File: config.mk
export PLATFORM = sky130hd
export DESIGN_NAME = mem_port_arbiter
export DESIGN_NICKNAME = d
export VERILOG_FILES = /design/src/rtl/arb_types.sv /design/src/rtl/arb_pick.sv /design/src/rtl/mem_port_arbiter.sv
export SDC_FILE = /design/constraint.sdc
export NUM_CORES = 1
export LEC_CHECK = 0
export CORE_MARGIN = 4
export CORE_UTILIZATION = 30
export DETAILED_ROUTE_END_ITERATION = 10
export GPL_TIMING_DRIVEN = 1
export PLACE_DENSITY = 0.87
export SYNTH_ARGS = -nofsm -noshare
export SYNTH_HDL_FRONTEND = slang
export SYNTH_SLANG_ARGS = --single-unit
File: constraint.sdc
create_clock -name clk -period 2.36 [get_ports clk]
set_input_delay 0.59 -clock clk [delete_from_list [all_inputs] [get_ports clk]]
set_output_delay 0.59 -clock clk [all_outputs]
set_load 0.02 [all_outputs]
File: src/rtl/arb_types.sv
// Shared types for the memory-port arbiter.
//   arb_state_t : arbiter FSM states
//   arb_src_t   : requester identity (instruction fetch or data access)
//   MBE_ALL     : byte enable driven on every read
//   word_align  : clears the byte offset of a byte address
package arb_types;

    typedef enum logic [1:0] {
        ARB_IDLE,
        ARB_INST,
        ARB_DATA
    } arb_state_t;

    typedef enum logic {
        SRC_INST,
        SRC_DATA
    } arb_src_t;

    localparam logic [3:0] MBE_ALL = 4'b1111;

    function automatic logic [31:0] word_align(input logic [31:0] addr);
        return {addr[31:2], 2'b00};
    endfunction

endpackage

File: src/rtl/arb_pick.sv
// Combinational grant selection between the instruction and data requesters.
// Ports:
//   i_req, d_req  : pending requests from each source
//   last_grant    : source granted most recently
//   grant_valid   : at least one request is pending
//   grant_src     : source to grant this cycle (meaningful only with grant_valid)
// RR_EN = 1 alternates on simultaneous requests; RR_EN = 0 always favours data.
module arb_pick
    import arb_types::*;
#(
    parameter bit RR_EN = 1'b1
) (
    input  logic     i_req,
    input  logic     d_req,
    input  arb_src_t last_grant,
    output logic     grant_valid,
    output arb_src_t grant_src
);

    always_comb begin
        grant_valid = i_req | d_req;
        grant_src   = SRC_INST;
        if (i_req && d_req) begin
            if (RR_EN) begin
                grant_src = (last_grant == SRC_INST) ? SRC_DATA : SRC_INST;
            end else begin
                grant_src = SRC_DATA;
            end
        end else if (d_req) begin
            grant_src = SRC_DATA;
        end
    end

endmodule

File: src/rtl/mem_port_arbiter.sv
// Shares one memory port between the instruction-fetch and load/store paths.
// One request is latched at a time; the memory port is driven from registers
// and the completion (resp + read data) is routed back to the granted side only.
// Ports:
//   clk, rst                       : clock, asynchronous active-high reset
//   i_read, i_addr                 : instruction read request and byte address
//   i_rdata, i_resp                : instruction read data and completion pulse
//   d_read, d_write, d_addr,
//   d_wdata, d_mbe                 : data request, byte address, store data/enables
//   d_rdata, d_resp                : load data and completion pulse
//   mem_read, mem_write,
//   mem_address, mem_wdata,
//   mem_byte_enable                : memory-side request (registered)
//   mem_rdata, mem_resp            : memory read data and completion pulse
module mem_port_arbiter
    import arb_types::*;
#(
    parameter bit RR_EN = 1'b1
) (
    input  logic        clk,
    input  logic        rst,
    input  logic        i_read,
    input  logic [31:0] i_addr,
    output logic [31:0] i_rdata,
    output logic        i_resp,
    input  logic        d_read,
    input  logic        d_write,
    input  logic [31:0] d_addr,
    input  logic [31:0] d_wdata,
    input  logic [3:0]  d_mbe,
    output logic [31:0] d_rdata,
    output logic        d_resp,
    output logic        mem_read,
    output logic        mem_write,
    output logic [31:0] mem_address,
    output logic [31:0] mem_wdata,
    output logic [3:0]  mem_byte_enable,
    input  logic [31:0] mem_rdata,
    input  logic        mem_resp
);

    arb_state_t  state_q, state_d;
    arb_src_t    last_grant_q, last_grant_d;
    logic        write_q, write_d;
    logic [31:0] addr_q, addr_d;
    logic [31:0] wdata_q, wdata_d;
    logic [3:0]  mbe_q, mbe_d;

    logic        grant_valid;
    arb_src_t    grant_src;

    arb_pick #(
        .RR_EN(RR_EN)
    ) u_pick (
        .i_req      (i_read),
        .d_req      (d_read | d_write),
        .last_grant (last_grant_q),
        .grant_valid(grant_valid),
        .grant_src  (grant_src)
    );

    always_ff @(posedge clk or posedge rst) begin
        if (rst) begin
            state_q      <= ARB_IDLE;
            last_grant_q <= SRC_INST;  // data wins the first tie
            write_q      <= 1'b0;
            addr_q       <= 32'h0;
            wdata_q      <= 32'h0;
            mbe_q        <= MBE_ALL;
        end else begin
            state_q      <= state_d;
            last_grant_q <= last_grant_d;
            write_q      <= write_d;
            addr_q       <= addr_d;
            wdata_q      <= wdata_d;
            mbe_q        <= mbe_d;
        end
    end

    always_comb begin
        state_d      = state_q;
        last_grant_d = last_grant_q;
        write_d      = write_q;
        addr_d       = addr_q;
        wdata_d      = wdata_q;
        mbe_d        = mbe_q;
        unique case (state_q)
            ARB_IDLE: begin
                if (grant_valid) begin
                    last_grant_d = grant_src;
                    if (grant_src == SRC_DATA) begin
                        state_d = ARB_DATA;
                        addr_d  = word_align(d_addr);
                        write_d = d_write;  // write beats read if both are raised
                        wdata_d = d_wdata;
                        mbe_d   = d_write ? d_mbe : MBE_ALL;
                    end else begin
                        state_d = ARB_INST;
                        addr_d  = word_align(i_addr);
                        write_d = 1'b0;
                        mbe_d   = MBE_ALL;
                    end
                end
            end
            ARB_INST, ARB_DATA: begin
                // New requests are ignored until the memory completes.
                if (mem_resp) begin
                    state_d = ARB_IDLE;
                end
            end
            default: state_d = ARB_IDLE;
        endcase
    end

    // Strobes decode from state flops only, so reset drops them immediately.
    always_comb begin
        mem_read        = (state_q != ARB_IDLE) && !write_q;
        mem_write       = (state_q != ARB_IDLE) && write_q;
        mem_address     = addr_q;
        mem_wdata       = wdata_q;
        mem_byte_enable = mbe_q;
        i_resp          = (state_q == ARB_INST) && mem_resp;
        d_resp          = (state_q == ARB_DATA) && mem_resp;
        i_rdata         = i_resp ? mem_rdata : 32'h0;
        d_rdata         = d_resp ? mem_rdata : 32'h0;
    end

endmodule

# ---- Word-level counts from Yosys, hierarchy flattened
# Cells that the tools add are included.
dict set report word_totals {
  wordCells 37
  out_inout_bits 136
  reg_bits 72
}
dict set report classes {
  mux 13
  n_bitwise 2
  n_reduce_logical 12
  eq_ne 4
}
# cell count
set ops {}
lappend ops {{2-to-1 mux 32 bit} 3}
lappend ops {{2-to-1 mux 4 bit} 2}
lappend ops {{2-to-1 mux 2 bit} 3}
lappend ops {{logical AND 1 bit} 5}
lappend ops {{2-to-1 mux 1 bit} 4}
lappend ops {{inequality test 2 bit (second input constant)} 2}
lappend ops {{one-hot mux 2 bit (2 select lines)} 1}
lappend ops {{AND reduction 2 bit} 2}
lappend ops {{AND reduction 3 bit} 1}
lappend ops {{equality test 2 x 1 -> 1 bit (second input constant)} 1}
lappend ops {{equality test 2 bit (second input constant)} 1}
lappend ops {{logical NOT 2 bit} 1}
lappend ops {{OR 1 bit} 2}
lappend ops {{nonzero test 2 bit} 1}
lappend ops {{OR reduction 2 bit} 1}
lappend ops {{logical NOT 1 bit} 1}

# ---- Longest topological paths before layout
dict set report logic_depth {
  word_depth 6
  mapped_depth 7
  ltp_nobuf 5
}

# ---- Cells and area by module
# Synthesis repeated with hierarchy kept, for this count alone.
dict set report unflattened {
  cells_unflattened 320
  area_unflattened_um2 3590.9
}
# module instances area_per_inst_um2 cells_each seq_area_each_um2
set modules_own_cells {}
lappend modules_own_cells {mem_port_arbiter 1 3577.2 318 1756.7}
lappend modules_own_cells {arb_pick 1 13.8 2 0.0}

# ---- Worst setup path after synthesis
# Ideal clock, no wire load.
dict set report synth_path {
  kind {input to output}
  start {input mem_resp}
  end {output d_rdata[23]}
  path_stages 3
  setup_slack_ps 488
  required_time_ps 1770
  arrival_time_ps 1282
  path_cell_list {clkbuf_1 > clkbuf_1 > and3_1}
}
dict set report synth_via {
  elab_chain_len 2
}
# element line_no
set synth_rtl {}
lappend synth_rtl {{start: declaration} mem_port_arbiter.sv:39} ;# input logic mem_resp
lappend synth_rtl {{logical AND 1 bit} mem_port_arbiter.sv:123} ;# d_resp = (state_q == ARB_DATA) && mem_resp;
lappend synth_rtl {{2-to-1 mux 32 bit} mem_port_arbiter.sv:125} ;# d_rdata = d_resp ? mem_rdata : 32'h0;
lappend synth_rtl {{end: declaration} mem_port_arbiter.sv:31} ;# output logic [31:0] d_rdata,
# Every way passes these cells.

# ---- Final worst setup path
dict set report layout_path {
  start {input mem_resp}
  end {output d_rdata[26]}
}
# The elaborated chain is that of the path after synthesis.

==> metrics.yaml <==
synth_cells: 316
r2r_end: "mem_wdata[16]$_DFFE_PP0P_"
cts_hold_buf: 0
crit-reg2reg-launch: "state_q[0]$_DFFE_PP0P_"
yosysTopAreaCell: "dfrtp_1"
arrival_ps: 1710
antenna_found_initial: 1
viasPerCell: 4.74
finalMaxSlewViolations: 0
fmax_mhz: 434
row_count: 39
rsz0062_at_grt: "no"
root_buffer: "clkbuf_16"
initialDrtViolationCount: 173
clk_latency_ps: 330
ys_ff_latch: 70
yosysWarnings: 0
fin_cells: 725
drive_gt1_frac: 0.141
synth_top_area_share: 0.470
reg2reg_setup_slack_ps: 670
die-height_um: 116
cts_tree: "done"
worstSetupPathType: "in2out"
fin_total_pwr_mw: 8.30
area_delta_synth_final_pct: 89.1
place.gp.congestion: 0.848
cts_max_path_buffers: 2
core-area_mm2: 0.0114
dieArea_mm2: 0.0135
async_reset_ff_frac: 1.00
p_per_area_mw_per_mm2: 1250
cts_buffers: 9
synth_cell_types: 28
clock_sinks: 70
start_util: 0.308
ys_seq_area_frac: 0.500
cp.required_ps: 1770
grt_pass1_vias: 3604
place_inst: 707
synth_common_cells: "dfrtp_1 (66), and3_1 (64), nand2_1 (35), mux2_2 (32), mux2i_1 (31)"
min_from: "mem_address[25]$_DFFE_PP0P_"
drcViolationCount: 0
status: "complete, no violations"
synth_most_common_cell: "dfrtp_1"
dpl_worst_slack_ps: -377
grt.overflow.total: 0
fin_hold_ws_ps: 478
die_w_um: 116
clkTransAtPathRegs_ps: 60
synth_ff_type: "dfrtp_1"
syn_area_mm2: 0.00351
worst_setup_path_end_kind: "output port"
groute.usage.overall: 0.184
io_pins: 274
hold_path_end: "mem_address[25]$_DFFE_PP0P_"
syn_avg_cell_area_um2: 11.1
finalHoldViolCount: 0
fin_crit_sh: 0.977
grt_pass1_wl_um: 19000
vdd_drop_max_mv: 0.759
setup_viol: 0
port_buffers: 267
finalClockSkew_ps: 10.0
postCtsSetupBuffers: 0
rr_worst_depth: 6
avgRoutedWirePerCell_um: 17.8
period_needed_ps: 2300
finalWirelength_um: 12900
drv_cap: 0
synth_area_leaders: "dfrtp_1 (47%), and3_1 (11%), mux2_2 (10%)"
layout_setup_ws_ps: 55.3
firstDrtPassIters: 4
ant_nets: 0
critPathLaunchType: "input port"
holdPathStages: 2
leakage_nw: 3.10
hpwlAfterDp_um: 10100
grt_max_degree: 64
hp-class: "reg2reg"
fin_nets: 717
crit_start: "mem_resp"
htreeDepth: 3
worstPathMaxFanout: 34
synth-edff-count: 0
num_vias: 3435
-- sequential cells by signal (all words and copies together), names as in the netlist --
signal / cells
mem_byte_enable: 4
mem_address: 30
last_grant_q: 1
mem_wdata: 32
state_q: 2
write_q: 1
-- final cells by class --
type,instances,area (um2)
Antenna cell,1,2.50
Clock buffer,10,239
Clock inverter,6,116
Fill cell,934,4780
Inverter,4,15.0
Multi-Input combinational cell,214,1560
Sequential cell,70,1760
Tap cell,143,179
Timing Repair Buffer,277,2770
-- cells by family (layout without fill, tap and decap cells) --
family	count (synthesis)	count (layout)	share of synthesized area
compound gates	40	40	0.0784
fa+ha+maj	3	3	0.0107
buf+inv	33	297	0.0563
flops	70	70	0.500
mux	63	63	0.191
other cells	1	3	0.00107
simple gates	106	106	0.162
-- worst max-delay path, cell delays in order --
cell	delay, ps
dlygate4sd2_1	300
bufbuf_16	340
and3_1	150
dlygate4sd2_1	330
-- how the worst max path moves through the flow --
stage                                     to
floorplan           last_grant_q$_DFFE_PP0P_
global placement                  d_rdata[8]
detailed placement                d_rdata[8]
CTS                              d_rdata[28]
global route                     d_rdata[26]
finish                           d_rdata[26]
-- layer usage --
layer,part of all wire,routed length (um),GRT usage
met1,0.34,4360,0.185
met2,0.53,6840,0.346
met3,0.11,1380,0.0637
met4,0.027,349,0.0742
met5,0,0,0
-- stage by stage --
stage          setup TNS (ps)  area (um2)   util
4_1_cts                     0        6650  0.582
2_1_floorplan               0        3520      -
6_report                    0        6640  0.582
3_5_place_dp           -22080        6340  0.555
3_3_place_gp           -20360        6340  0.555
5_1_grt                     0        6640  0.582
-- power breakdown --
part	leakage, nW	internal (mW)	total [mW]	switching, mW
Clock	0.173	1.07	1.60	0.532
Sequential	0.832	1.84	2.18	0.335
Combinational	2.10	2.21	4.52	2.31
-- repair_timing --
item,in CTS,in global routing
gates cloned,1,0
endpoints found under the setup margin,67,53
resized for setup,76,61
-- cell usage in the layout, fill, tap and decap left out, types with 2 or more instances in the layout --
cell type / synthesis / final
dlygate4sd2_1: 0 / 14
and3_1: 64 / 64
bufinv_16: 0 / 3
clkbuf_16: 0 / 9
clkdlybuf4s50_1: 0 / 198
o21ai_0: 24 / 24
nand2_1: 35 / 35
mux2_2: 32 / 32
dfrtp_1: 66 / 66
inv_1: 4 / 3
nor2b_1: 2 / 2
buf_4: 2 / 3
o22a_1: 4 / 4
and2_1: 2 / 2
buf_12: 0 / 7
conb_1: 1 / 2
clkinv_4: 0 / 2
clkbuf_2: 1 / 14
dfstp_2: 4 / 4
mux2i_1: 31 / 31
o21ai_1: 7 / 7
ha_1: 3 / 3
clkdlybuf4s15_1: 0 / 39
(Power assumes the default switching activity.)
